File: config.mk
export PLATFORM = sky130hd
export DESIGN_NAME = inv_permutation_func
export DESIGN_NICKNAME = d
export VERILOG_FILES = /design/src/rtl/inv_perm_pkg.sv /design/src/rtl/inv_permutation_func_swap.sv /design/src/rtl/inv_permutation_func.sv
export SDC_FILE = /design/constraint.sdc
export NUM_CORES = 1
export LEC_CHECK = 0
export CORE_MARGIN = 1.5
export CORE_UTILIZATION = 45
export CTS_CLUSTER_SIZE = 30
export DETAILED_ROUTE_END_ITERATION = 6
export PLACE_DENSITY = 0.8
export SYNTH_ARGS = -nofsm -noshare
export SYNTH_HDL_FRONTEND = slang
export SYNTH_HIERARCHICAL = 1
export SYNTH_SLANG_ARGS = --single-unit
File: constraint.sdc
create_clock -name i_clk -period 3.8 [get_ports i_clk]
set_input_delay 0.95 -clock i_clk [delete_from_list [all_inputs] [get_ports i_clk]]
set_output_delay 0.95 -clock i_clk [all_outputs]
set_load 0.01 [all_outputs]
File: src/rtl/inv_perm_pkg.sv
// Shared constants, FSM state type and bit-index helper for the inverse lane permutation.
package inv_perm_pkg;

    localparam int LINE_W = 25;
    localparam int LINES  = 64;
    localparam int CNT_W  = $clog2(LINES);

    typedef enum logic [1:0] {
        IDLE  = 2'd0,
        RUN   = 2'd1,
        DRAIN = 2'd2,
        DONE  = 2'd3
    } state_t;

    // Flat bit position of lane (x, y) inside a 5x5 line.
    function automatic int idx(input int x, input int y);
        return x + 5 * y;
    endfunction

endpackage

File: src/rtl/inv_permutation_func_swap.sv
// Combinational inverse pi mapping: out[x][y] = in[y][(2x+3y) mod 5].
module inv_swap
    import inv_perm_pkg::*;
(
    input  logic [LINE_W-1:0] i_line,
    output logic [LINE_W-1:0] o_line
);

    for (genvar gx = 0; gx < 5; gx++) begin : g_x
        for (genvar gy = 0; gy < 5; gy++) begin : g_y
            assign o_line[idx(gx, gy)] = i_line[idx(gy, (2 * gx + 3 * gy) % 5)];
        end
    end

endmodule

File: src/rtl/inv_permutation_func.sv
// Streams a 64-line block through the inverse lane permutation with a one-stage output register.
// Optional block checksum output o_out_chk is enabled by defining INV_PERM_CHK_EN.
module inv_permutation_func
    import inv_perm_pkg::*;
(
    input  logic              i_clk,
    input  logic              i_rst,
    input  logic              i_start,
    input  logic              i_in_valid,
    output logic              o_in_ready,
    input  logic [LINE_W-1:0] i_in_line,
    output logic              o_out_valid,
    input  logic              i_out_ready,
    output logic [LINE_W-1:0] o_out_line,
    output logic [CNT_W-1:0]  o_out_idx,
    output logic              o_busy,
    output logic              o_done
`ifdef INV_PERM_CHK_EN
    ,output logic [LINE_W-1:0] o_out_chk
`endif
);

    state_t            r_state;
    state_t            w_state_nxt;
    logic [CNT_W:0]    r_in_cnt;
    logic              r_out_valid;
    logic [LINE_W-1:0] r_out_line;
    logic [CNT_W-1:0]  r_out_idx;
    logic [LINE_W-1:0] w_swapped;
    logic              w_in_acc;
    logic              w_out_acc;
    logic              w_arm;

    inv_swap u_swap (
        .i_line (i_in_line),
        .o_line (w_swapped)
    );

    assign o_in_ready = (r_state == RUN) && (!r_out_valid || i_out_ready);
    assign w_in_acc   = i_in_valid && o_in_ready;
    assign w_out_acc  = r_out_valid && i_out_ready;
    assign w_arm      = (r_state == IDLE) && i_start;

    always_comb begin
        w_state_nxt = r_state;
        case (r_state)
            IDLE:    if (i_start) w_state_nxt = RUN;
            RUN:     if (w_in_acc && (r_in_cnt == (CNT_W+1)'(LINES - 1))) w_state_nxt = DRAIN;
            DRAIN:   if (w_out_acc && (r_out_idx == CNT_W'(LINES - 1))) w_state_nxt = DONE;
            DONE:    w_state_nxt = IDLE;
            default: w_state_nxt = IDLE;
        endcase
    end

    always_ff @(posedge i_clk) begin
        if (i_rst) begin
            r_state     <= IDLE;
            r_in_cnt    <= '0;
            r_out_valid <= 1'b0;
            r_out_line  <= '0;
            r_out_idx   <= '0;
        end else begin
            r_state <= w_state_nxt;
            if (w_arm) begin
                r_in_cnt    <= '0;
                r_out_idx   <= '0;
                r_out_valid <= 1'b0;
            end else if (w_in_acc) begin
                // A simultaneous output accept simply gets overwritten by the new line.
                r_out_line  <= w_swapped;
                r_out_idx   <= r_in_cnt[CNT_W-1:0];
                r_out_valid <= 1'b1;
                r_in_cnt    <= r_in_cnt + (CNT_W+1)'(1);
            end else if (w_out_acc) begin
                r_out_valid <= 1'b0;
            end
        end
    end

`ifdef INV_PERM_CHK_EN
    logic [LINE_W-1:0] r_chk;

    always_ff @(posedge i_clk) begin
        if (i_rst || w_arm) begin
            r_chk <= '0;
        end else if (w_in_acc) begin
            r_chk <= r_chk ^ w_swapped;
        end
    end

    assign o_out_chk = r_chk;
`endif

    assign o_out_valid = r_out_valid;
    assign o_out_line  = r_out_line;
    assign o_out_idx   = r_out_idx;
    assign o_busy      = (r_state == RUN) || (r_state == DRAIN);
    assign o_done      = (r_state == DONE);

endmodule

==> results of run 1 <==
sequential cells by signal (all words and copies together) (netlist names):
signal,cells
o_out_valid,1
o_out_idx,6
r_state,2
o_out_line,25
r_in_cnt,7
routing by layer:
| layer | vias up | GRT usage, % |
|---|---|---|
| li1 | 787 | - |
| met1 | 702 | 21.9 |
| met2 | 52 | 27.6 |
| met3 | 2 | 6.08 |
| met4 | 0 | 6.12 |
| met5 | - | 0 |
synth_stat cells:
master | instances | share of area (%)
nor4_1 | 2 | 0.68
nor3_1 | 2 | 0.55
ha_1 | 5 | 3.4
nor2_2 | 1 | 0.34
xor2_1 | 1 | 0.48
nand4b_1 | 1 | 0.48
o31ai_1 | 1 | 0.41
buf_2 | 3 | 0.82
o21a_1 | 1 | 0.41
o41ai_2 | 1 | 0.89
nor2b_1 | 1 | 0.34
xnor2_1 | 5 | 2.4
nand2_1 | 59 | 12
a21oi_1 | 34 | 9.3
o21ai_0 | 8 | 2.2
dfxtp_1 | 41 | 45
nand4_1 | 3 | 1.0
and3_1 | 2 | 0.68
and2_1 | 2 | 0.68
inv_1 | 2 | 0.41
nor2b_4 | 1 | 0.75
nand2b_2 | 1 | 0.48
nand2_2 | 1 | 0.34
buf_4 | 28 | 11
nand3_1 | 5 | 1.4
nand2b_1 | 2 | 0.68
nor2_1 | 7 | 1.4
clkbuf_1 | 5 | 1.0
logic make-up after synthesis:
kind of cell | count (synthesis) | share of synthesized area [%]
and+or+nand+nor | 90 | 21.9
AOI/OAI and AO/OA | 45 | 13.2
DFF | 41 | 44.8
buffers and inverters | 38 | 13.7
xor gates and xnor gates | 6 | 2.87
adders and majority gates | 5 | 3.42
worst max-delay path by stage:
stage	end	cells past startpoint	slack, ns	from
CTS	o_in_ready	4	0.47	i_out_ready
floorplan	o_in_ready	2	1.53	i_out_ready
global route	o_in_ready	4	0.41	i_out_ready
finish	o_in_ready	4	0.47	i_out_ready
global placement	o_in_ready	4	0.50	i_out_ready
detailed placement	o_in_ready	4	0.51	i_out_ready
power by group:
| part | leakage (nW) | switching, W | total (W) | internal (W) |
|---|---|---|---|---|
| clock network | 0.0585 | 0.000145 | 0.000359 | 0.000214 |
| logic | 0.426 | 0.000176 | 0.000345 | 0.000169 |
| registers | 0.332 | 0.0000259 | 0.000496 | 0.000470 |
metrics by stage:
stage	utilization (%)	setup WS, ns
after floorplan	-	1.53
after global placement	58.5	0.498
after detailed placement	58.5	0.505
after CTS	61.4	0.469
after global routing	61.4	0.407
final	61.4	0.472
area by class of cell:
| cell class | count | area [um2] |
|---|---|---|
| well taps | 50 | 62.6 |
| clock inverters | 1 | 30.0 |
| multi-input cells | 146 | 758 |
| flip-flops and latches | 41 | 821 |
| inverters | 2 | 7.51 |
| fillers | 345 | 1520 |
| repair buffers | 66 | 656 |
| clock buffers | 7 | 86.3 |
cell usage in the layout, fill, tap and decap left out, drive strengths merged, types with 3 or more instances in the layout:
cell type	count
nor2	8
ha	5
nand2	60
a21oi	34
nand3	5
nand4	3
clkbuf	7
dfxtp	41
o21ai	8
clkdlybuf4s50	64
nand2b	3
xnor2	5
tightest hold or removal path, stage by stage, from the launching register on:
cell and delay (ns):
dfxtp_1 0.31, nand2_1 0.05, a21oi_1 0.05
==> impl_metrics.tcl, run 1 <==
set metrics [dict create \
    cts_max_level 2 \
    grt_max_degree 30 \
    drt_iter0_drc 85 \
    status "complete, no violations" \
    antennaDiodeCount 0 \
    setup_violations 0 \
    drive_gt1_share_pct 5.32 \
    rsz0062_at_grt "no" \
    fin_crit_sh_pct 87.6 \
    cpMaxStageDelayCell "clkdlybuf4s50_1" \
    gr-usage-all-layers_pct 17.4 \
    min-delay-start "o_out_line[2]$_SDFFE_PP0P_" \
    hp-class "register to register" \
    postCtsSetupBuffers 0 \
    critPathTopFamily "buffers and inverters" \
    layout.nets 297 \
    drv_slew 0 \
    max_stage_delay_ns 0.56 \
    crit_chain "clkdlybuf4s50_1 -> nand2b_2 -> and2_1 -> clkdlybuf4s50_1" \
    m1WireLength_um 1730 \
    max_slew_margin_pct 36.6 \
    wl_met3_um 274 \
    worstPathBufferInverterCount 2 \
    coreArea_um2 3940 \
    grt_pass1_wl_um 5820 \
    post_cts_resized 0 \
    grt_overflow 0 \
    syn_inst 225 \
    die_area_um2 4460 \
    cts_buffers 5 \
    path_class "input port to output port" \
    num_io_pins 65 \
    ys_warn_count 6 \
    cts-hold-fix-buffers 0 \
    cp.arrival_ns 2.38 \
    rows 23 \
    hold_depth 2 \
    synth-seq-cells 41 \
    placement.io_buffers 64 \
    via_per_inst 4.93 \
    fin_crit_ns 3.33 \
    synthesis.nets 260 \
    vias 1543 \
    clockBufferDepth 2 \
    dp.cells 305 \
    drc 0 \
    cts-root-buf "clkbuf_8" \
    wl_per_cell_um 12.5 \
    path_max_fanout 5 \
    clk_pin_slew_ns 0.07 \
    post-route-cell-area_um2 2420 \
    max_freq_ghz 0.300 \
    clk_latency_ns 0.28 \
    p_leak_nw 0.816 \
    fin_cells 313 \
    die_y_um 66.8 \
    place_area_um2 2300 \
    path_common_cell "clkdlybuf4s50_1" \
    drtPass1Iterations 6 \
    highest_layer "met4" \
    synth_area_um2 1830 \
    die-width_um 66.8 \
    antenna_found_initial 0 \
    start_util_pct 46.4 \
    reg2reg_depth 6 \
    wl_met2_um 1890 \
    peakVddDrop_mv 0.303 \
    holdWs_ns 0.454 \
    setup-tns-final_ns 0 \
    timing.rr.start "r_state[1]$_SDFFE_PP0P_" \
    cp-start-kind "input port" \
    ant_nets 0 \
    grt_pass1_vias 1247 \
    area_delta_synth_final_pct 32.3 \
    skew_ns 0.00321 \
    synth-seq-area-share_pct 44.8 \
    worstMarginPinSlew_ns 0.949 \
    r2r_slack_ns 1.81 \
    cts_tree "done" \
    maxCapViolations 0 \
    p_total_w 0.00120 \
    gp_congestion 0.782 \
    synth_area_per_cell_um2 8.14 \
    wl_um 3930 \
    hold_viol 0 \
    cp.required_ns 2.85 \
    place_hpwl_um 2680 \
    ys_types 28 \
    min_to "o_out_line[2]$_SDFFE_PP0P_" \
    r2r_end "o_out_line[23]$_SDFFE_PP0P_" \
    cp-end-kind "output port" \
    pwr_density_cell_nw_per_um2 496 \
    cts_num_sinks 41 \
]
No activity file was read; power rests on OpenSTA's default activity.
==> inputs of run 2 (changes only) <==
Settings changed: SLEW_MARGIN set to 20.
==> results of run 2 <==
Same layout as run 1: the final DEF is identical, and so are final timing and power.
